--- src/rtl/argument_encoder.sv ---
// argument_encoder: packs variable-length fields (1..WIDTH_IN bits) LSB-first
// into a dense stream of WIDTH_OUT-bit words.
//
// Handshakes:
//   field in : a field is taken on a clock edge where push && !full && len != 0.
//   word out : q/q_valid are driven from registers only; a word leaves on an
//              edge where q_valid && q_ready. q_valid never depends on q_ready.
//   flush    : a flush request in RUN drains every buffered bit. The last
//              partial word is zero-padded. flush_done marks the cycle the
//              flush completes.
//
// Optional checking: define ARGUMENT_ENCODER_CHECK_EN to build a sticky
// error flag. It flags overflow pushes and bad lengths, and those fields are
// dropped. Without the macro, error is tied low.
module argument_encoder #(
   parameter int WIDTH_IN          = 64,
   parameter int WIDTH_OUT         = 64,
   parameter int LOG2_WIDTH_IN     = $clog2(WIDTH_IN),
   parameter int BUFFER_WIDTH      = WIDTH_IN + WIDTH_OUT,
   parameter int LOG2_BUFFER_WIDTH = $clog2(BUFFER_WIDTH) + 1
) (
   input  logic                   clk,
   input  logic                   rst,
   input  logic                   push,
   input  logic [LOG2_WIDTH_IN:0] len,
   input  logic [WIDTH_IN-1:0]    d,
   output logic                   full,
   input  logic                   flush,
   output logic                   flush_done,
   output logic [WIDTH_OUT-1:0]   q,
   output logic                   q_valid,
   input  logic                   q_ready,
   output logic                   error
);

   localparam int CNT_W = LOG2_BUFFER_WIDTH;
   localparam logic [CNT_W-1:0] OUT_C   = CNT_W'(WIDTH_OUT);
   localparam logic [CNT_W-1:0] FULL_TH = CNT_W'(BUFFER_WIDTH - WIDTH_IN);

   // RUN packs fields. FLUSH drains whole words. PAD presents the last
   // partial word.
   typedef enum logic [1:0] {
      ST_RUN   = 2'd0,
      ST_FLUSH = 2'd1,
      ST_PAD   = 2'd2
   } state_e;

   state_e                  state_q, state_d;
   logic [BUFFER_WIDTH-1:0] buf_q, buf_d;
   logic [CNT_W-1:0]        cnt_q, cnt_d;

   logic                    pop;
   logic                    len_ok;
   logic                    accept;
   logic [BUFFER_WIDTH-1:0] field_w;

`ifdef ARGUMENT_ENCODER_CHECK_EN
   localparam logic [LOG2_WIDTH_IN:0] LEN_MAX = (LOG2_WIDTH_IN + 1)'(WIDTH_IN);
   logic error_q;

   // A field longer than the widest legal field is never packed.
   always_comb len_ok = (len <= LEN_MAX);

   // Sticky protocol-error flag. It reports each offending push once per cycle.
   always_ff @(posedge clk) begin
      if (rst) begin
         error_q <= 1'b0;
      end else begin
         if (push && full) begin
            error_q <= 1'b1;
            $display("ERROR: overflow at %m");
         end
         if (push && (len > LEN_MAX)) begin
            error_q <= 1'b1;
            $display("ERROR: bad length at %m");
         end
      end
   end

   assign error = error_q;
`else
   assign len_ok = 1'b1;
   assign error  = 1'b0;
`endif

   // Outputs depend only on registers. full is conservative: it ignores any
   // pop in the same cycle.
   always_comb begin
      q          = buf_q[WIDTH_OUT-1:0];
      q_valid    = (state_q == ST_PAD) ? 1'b1 : (cnt_q >= OUT_C);
      full       = (cnt_q > FULL_TH) || (state_q != ST_RUN);
      flush_done = ((state_q == ST_FLUSH) && (cnt_q == '0)) ||
                   ((state_q == ST_PAD) && q_ready);
   end

   // Handshake qualifiers and the masked field, widened to the buffer width.
   always_comb begin
      pop     = q_valid && q_ready;
      accept  = push && !full && (len != '0) && len_ok;
      field_w = BUFFER_WIDTH'(d) & ~({BUFFER_WIDTH{1'b1}} << len);
   end

   // Next-state logic: the pop is applied first, so a same-cycle field lands
   // at the post-pop bit count. Then comes the flush sequencing.
   always_comb begin
      buf_d   = buf_q;
      cnt_d   = cnt_q;
      state_d = state_q;
      if (pop) begin
         buf_d = buf_q >> WIDTH_OUT;
         cnt_d = cnt_q - OUT_C;
      end
      if (accept) begin
         buf_d = buf_d | (field_w << cnt_d);
         cnt_d = cnt_d + CNT_W'(len);
      end
      case (state_q)
         ST_RUN: begin
            if (flush) state_d = ST_FLUSH;
         end
         ST_FLUSH: begin
            if (cnt_q == '0)        state_d = ST_RUN;
            else if (cnt_q < OUT_C) state_d = ST_PAD;
         end
         ST_PAD: begin
            if (q_ready) begin
               buf_d   = '0;
               cnt_d   = '0;
               state_d = ST_RUN;
            end
         end
         default: state_d = ST_RUN;
      endcase
   end

   // State, buffer and bit-count registers. Reset discards everything,
   // including any flush in progress.
   always_ff @(posedge clk) begin
      if (rst) begin
         state_q <= ST_RUN;
         buf_q   <= '0;
         cnt_q   <= '0;
      end else begin
         state_q <= state_d;
         buf_q   <= buf_d;
         cnt_q   <= cnt_d;
      end
   end

endmodule

--- config.mk ---
export PLATFORM = sky130hd
export DESIGN_NAME = argument_encoder
export DESIGN_NICKNAME = d
export VERILOG_FILES = /design/src/rtl/argument_encoder.sv
export SDC_FILE = /design/constraint.sdc
export NUM_CORES = 1
export LEC_CHECK = 0
export ABC_AREA = 1
export CORE_UTILIZATION = 30
export CTS_BUF_LIST = sky130_fd_sc_hd__clkbuf_16
export CTS_CLUSTER_SIZE = 28
export DETAILED_ROUTE_END_ITERATION = 7
export GPL_TIMING_DRIVEN = 0
export SLEW_MARGIN = 10
export SYNTH_ARGS = -nofsm -noshare
export SYNTH_HDL_FRONTEND = slang
export SYNTH_SLANG_ARGS = --single-unit
--- constraint.sdc ---
create_clock -name clk -period 4.6 [get_ports clk]
set_clock_uncertainty 0.05 [all_clocks]
set_input_delay 0.69 -clock clk [delete_from_list [all_inputs] [get_ports clk]]
set_output_delay 0.69 -clock clk [all_outputs]
set_load 0.005 [all_outputs]
==> results of run 1 <==
==> cell type report <==
class | instances | area [um2]
flip-flops and latches | 138 | 2763
clock buffers | 17 | 425.4
multi-input cells | 1691 | 8173
inverters | 71 | 266.5
plain buffers | 219 | 1214
clock inverters | 14 | 158.9
diodes | 2 | 5.005
well taps | 532 | 665.6
fillers | 4603 | 25730
repair buffers | 142 | 1426
==> path summary, 6_finish.rpt <==
path              start         end  slack, ns  cells after the start
min reg2reg  buf_q[121]  buf_q[121]       0.42                      2
max              len[4]   buf_q[62]       0.47                     15
min          buf_q[121]  buf_q[121]       0.42                      2
max reg2reg    cnt_q[1]   buf_q[84]       1.28                     12
==> state kept, by name, summed over array words and instances (netlist names) <==
name and cells:
cnt_q 8, buf_q 128, state_q 2
==> power breakdown <==
group	switching, mW	total (mW)	internal (mW)
clock network	0.574	1.42	0.843
registers	0.239	1.84	1.60
logic	6.26	8.87	2.60
==> cell usage in the layout (no fill, tap or decap), types with 7 or more instances in the layout <==
cell / n
a21oi_1: 108
o211ai_1: 12
nand4_1: 53
a31oi_1: 35
mux2i_1: 28
a22oi_1: 7
dfxtp_1: 138
ha_1: 10
nor2_1: 64
nand3_1: 668
inv_2: 9
clkbuf_1: 65
clkbuf_16: 17
nand2_1: 604
buf_2: 38
o21ai_0: 38
buf_4: 76
o21ai_1: 10
buf_1: 29
clkdlybuf4s50_1: 141
inv_1: 63
==> critical path: cells and delay by family <==
kind	cells	cell delay, ns
AO/OA/AOI/OAI	2	0.59
buffers and inverters	2	1.14
AND/OR/NAND/NOR	11	1.96
==> per-stage QoR <==
| stage | total power [mW] | cell area (um2) | instances |
|---|---|---|---|
| CTS | 11.83 | 15090 | 2824 |
| global placement | 10.39 | 14490 | 2792 |
| finish | 12.13 | 15100 | 2826 |
| detailed placement | 10.39 | 14510 | 2793 |
| floorplan | 6.871 | 12410 | 2119 |
| global route | 12.78 | 15090 | 2824 |
==> cell families after synthesis <==
family	share of synthesized area, %
compound gates	10.62
xor+xnor	0.2823
fa+ha+maj	1.169
buf+inv	11.93
flops	22.26
mux	2.258
other cells	0.03021
simple gates	51.45
==> per-layer routing <==
layer | global-route usage (%) | share of wire [%] | vias up
li1 | - | - | 7568
met2 | 54.68 | 43 | 845
met3 | 8.014 | 9.8 | 90
met1 | 50.57 | 45 | 7976
met5 | 1.786 | 0.15 | -
met4 | 8.201 | 2.1 | 4
==> results.ini, run 1 <==
[clock_network]
clock_path_buffers=2
cts_resized=0
cts_max_level=4
path_clk_slew_ns=0.07
ctsRootBufferMaster=clkbuf_16
insertion_delay_ns=0.45
cts_hold_buffers=0
cts_tree=done
clock_sinks=138
postCtsSetupBuffers=0
numCtsBuffers=17

[synthesis]
synth_top_cell_by_area=nand3_1
synth_area_leaders=nand3_1, dfxtp_1, nand2_1, buf_4, a21oi_1
synth_top_area_share_pct=26.94
synth_edf_count=0
yosys.cell_types.count=47
synth_ff_type=dfxtp_1
netlist_instances=2119
ys_top_cells_by_count=nand3_1, nand2_1, dfxtp_1
synth-seq-area-share_pct=22.26
synth_fp_nets=2206
yosysMostFrequentCell=nand3_1
avgSynthCellArea_um2=5.857
synth_area_um2=12410
ys_async_sr_fraction_pct=0
synth-seq-cells=138
yosys_warnings=0

[power_and_ir_drop]
p_per_area_nw_per_um2=803.3
irDropWorstVdd_uv=320.4
power_leakage_nw=6.474

[global_routing]
antenna_found_initial=2
overflow=0
grt_pass1_wl_um=107100
grt_max_degree=17
grt_pass1_vias=15490
track_usage_pct=35.83

[worst_setup_path]
startpoint_type=input pin
arrival_ns=4.37
crit_chain=clkdlybuf4s50_1 -> inv_2 -> nand2_4 -> nor2_1 -> nor2_1 -> nand2_1 -> nand2_1 -> nand3_1 -> nand2_1 -> o21ai_0 -> nand2_1 -> nand2_1 -> nand2_1 -> nand3_1 -> a21oi_1
crit_top_cell=nand2_1
max_stage_delay_ns=0.76
cp_max_fo=10
critPathKind=input pin to flip-flop
required_ns=4.85
setup.worst_path.end_class=flip-flop
crit_path_top_delay_cell=clkdlybuf4s50_1

[timing]
maxSlewHeadroom_pct=25.61
hold_viol=0
fin_tns_setup_ns=0
drv_slew=0
holdWs_ns=0.4150
fmax_mhz=242.3
tightest_slew_ns=1.116
finalCritPeriodShare_pct=89.72
finalWorstSetupSlack_ns=0.4728
rsz0062_at_grt=false
fin_crit_ns=4.127
setup_violations=0

[cells_and_area]
post-route-util_pct=36.97
drive_above_1_share_pct=7.723
fin_nets=2367
area.growth.synth_to_final_pct=21.63

[status]
outcome=finished clean

[routing]
route.detailed.drc=0
ant_nets=0
drtIter0Drc=2379
wire_per_inst_um=26.47
via_per_inst=5.833
routed_wl_um=74800
drtPass1Iterations=8
vias=16480

[die]
die_x_um=205.4
rows=74
die_h_um=205.4
io_pins=144
initial_core_util_pct=30.40
core-area_um2=40830
fp.dieArea_um2=42190

[min_path]
worst_hold_path_type=flip-flop to flip-flop

[placement]
port_buffers=141
hpwl_um=63670
post-place-ws_ns=0.2211
place.gp.congestion=1.087

[flow_run]
max_cap_violations=0

Power figures use the tool's default switching activity.
==> run 2: changes to the inputs <==
--- a/config.mk
+++ b/config.mk
@@ -10,6 +10,7 @@
 export CTS_BUF_LIST = sky130_fd_sc_hd__clkbuf_16
 export CTS_CLUSTER_SIZE = 28
 export DETAILED_ROUTE_END_ITERATION = 7
+export GPL_ROUTABILITY_DRIVEN = 1
 export GPL_TIMING_DRIVEN = 0
 export SLEW_MARGIN = 10
 export SYNTH_ARGS = -nofsm -noshare
==> results of run 2 <==
The final DEF is identical to that of run 1; final timing and power are the same.
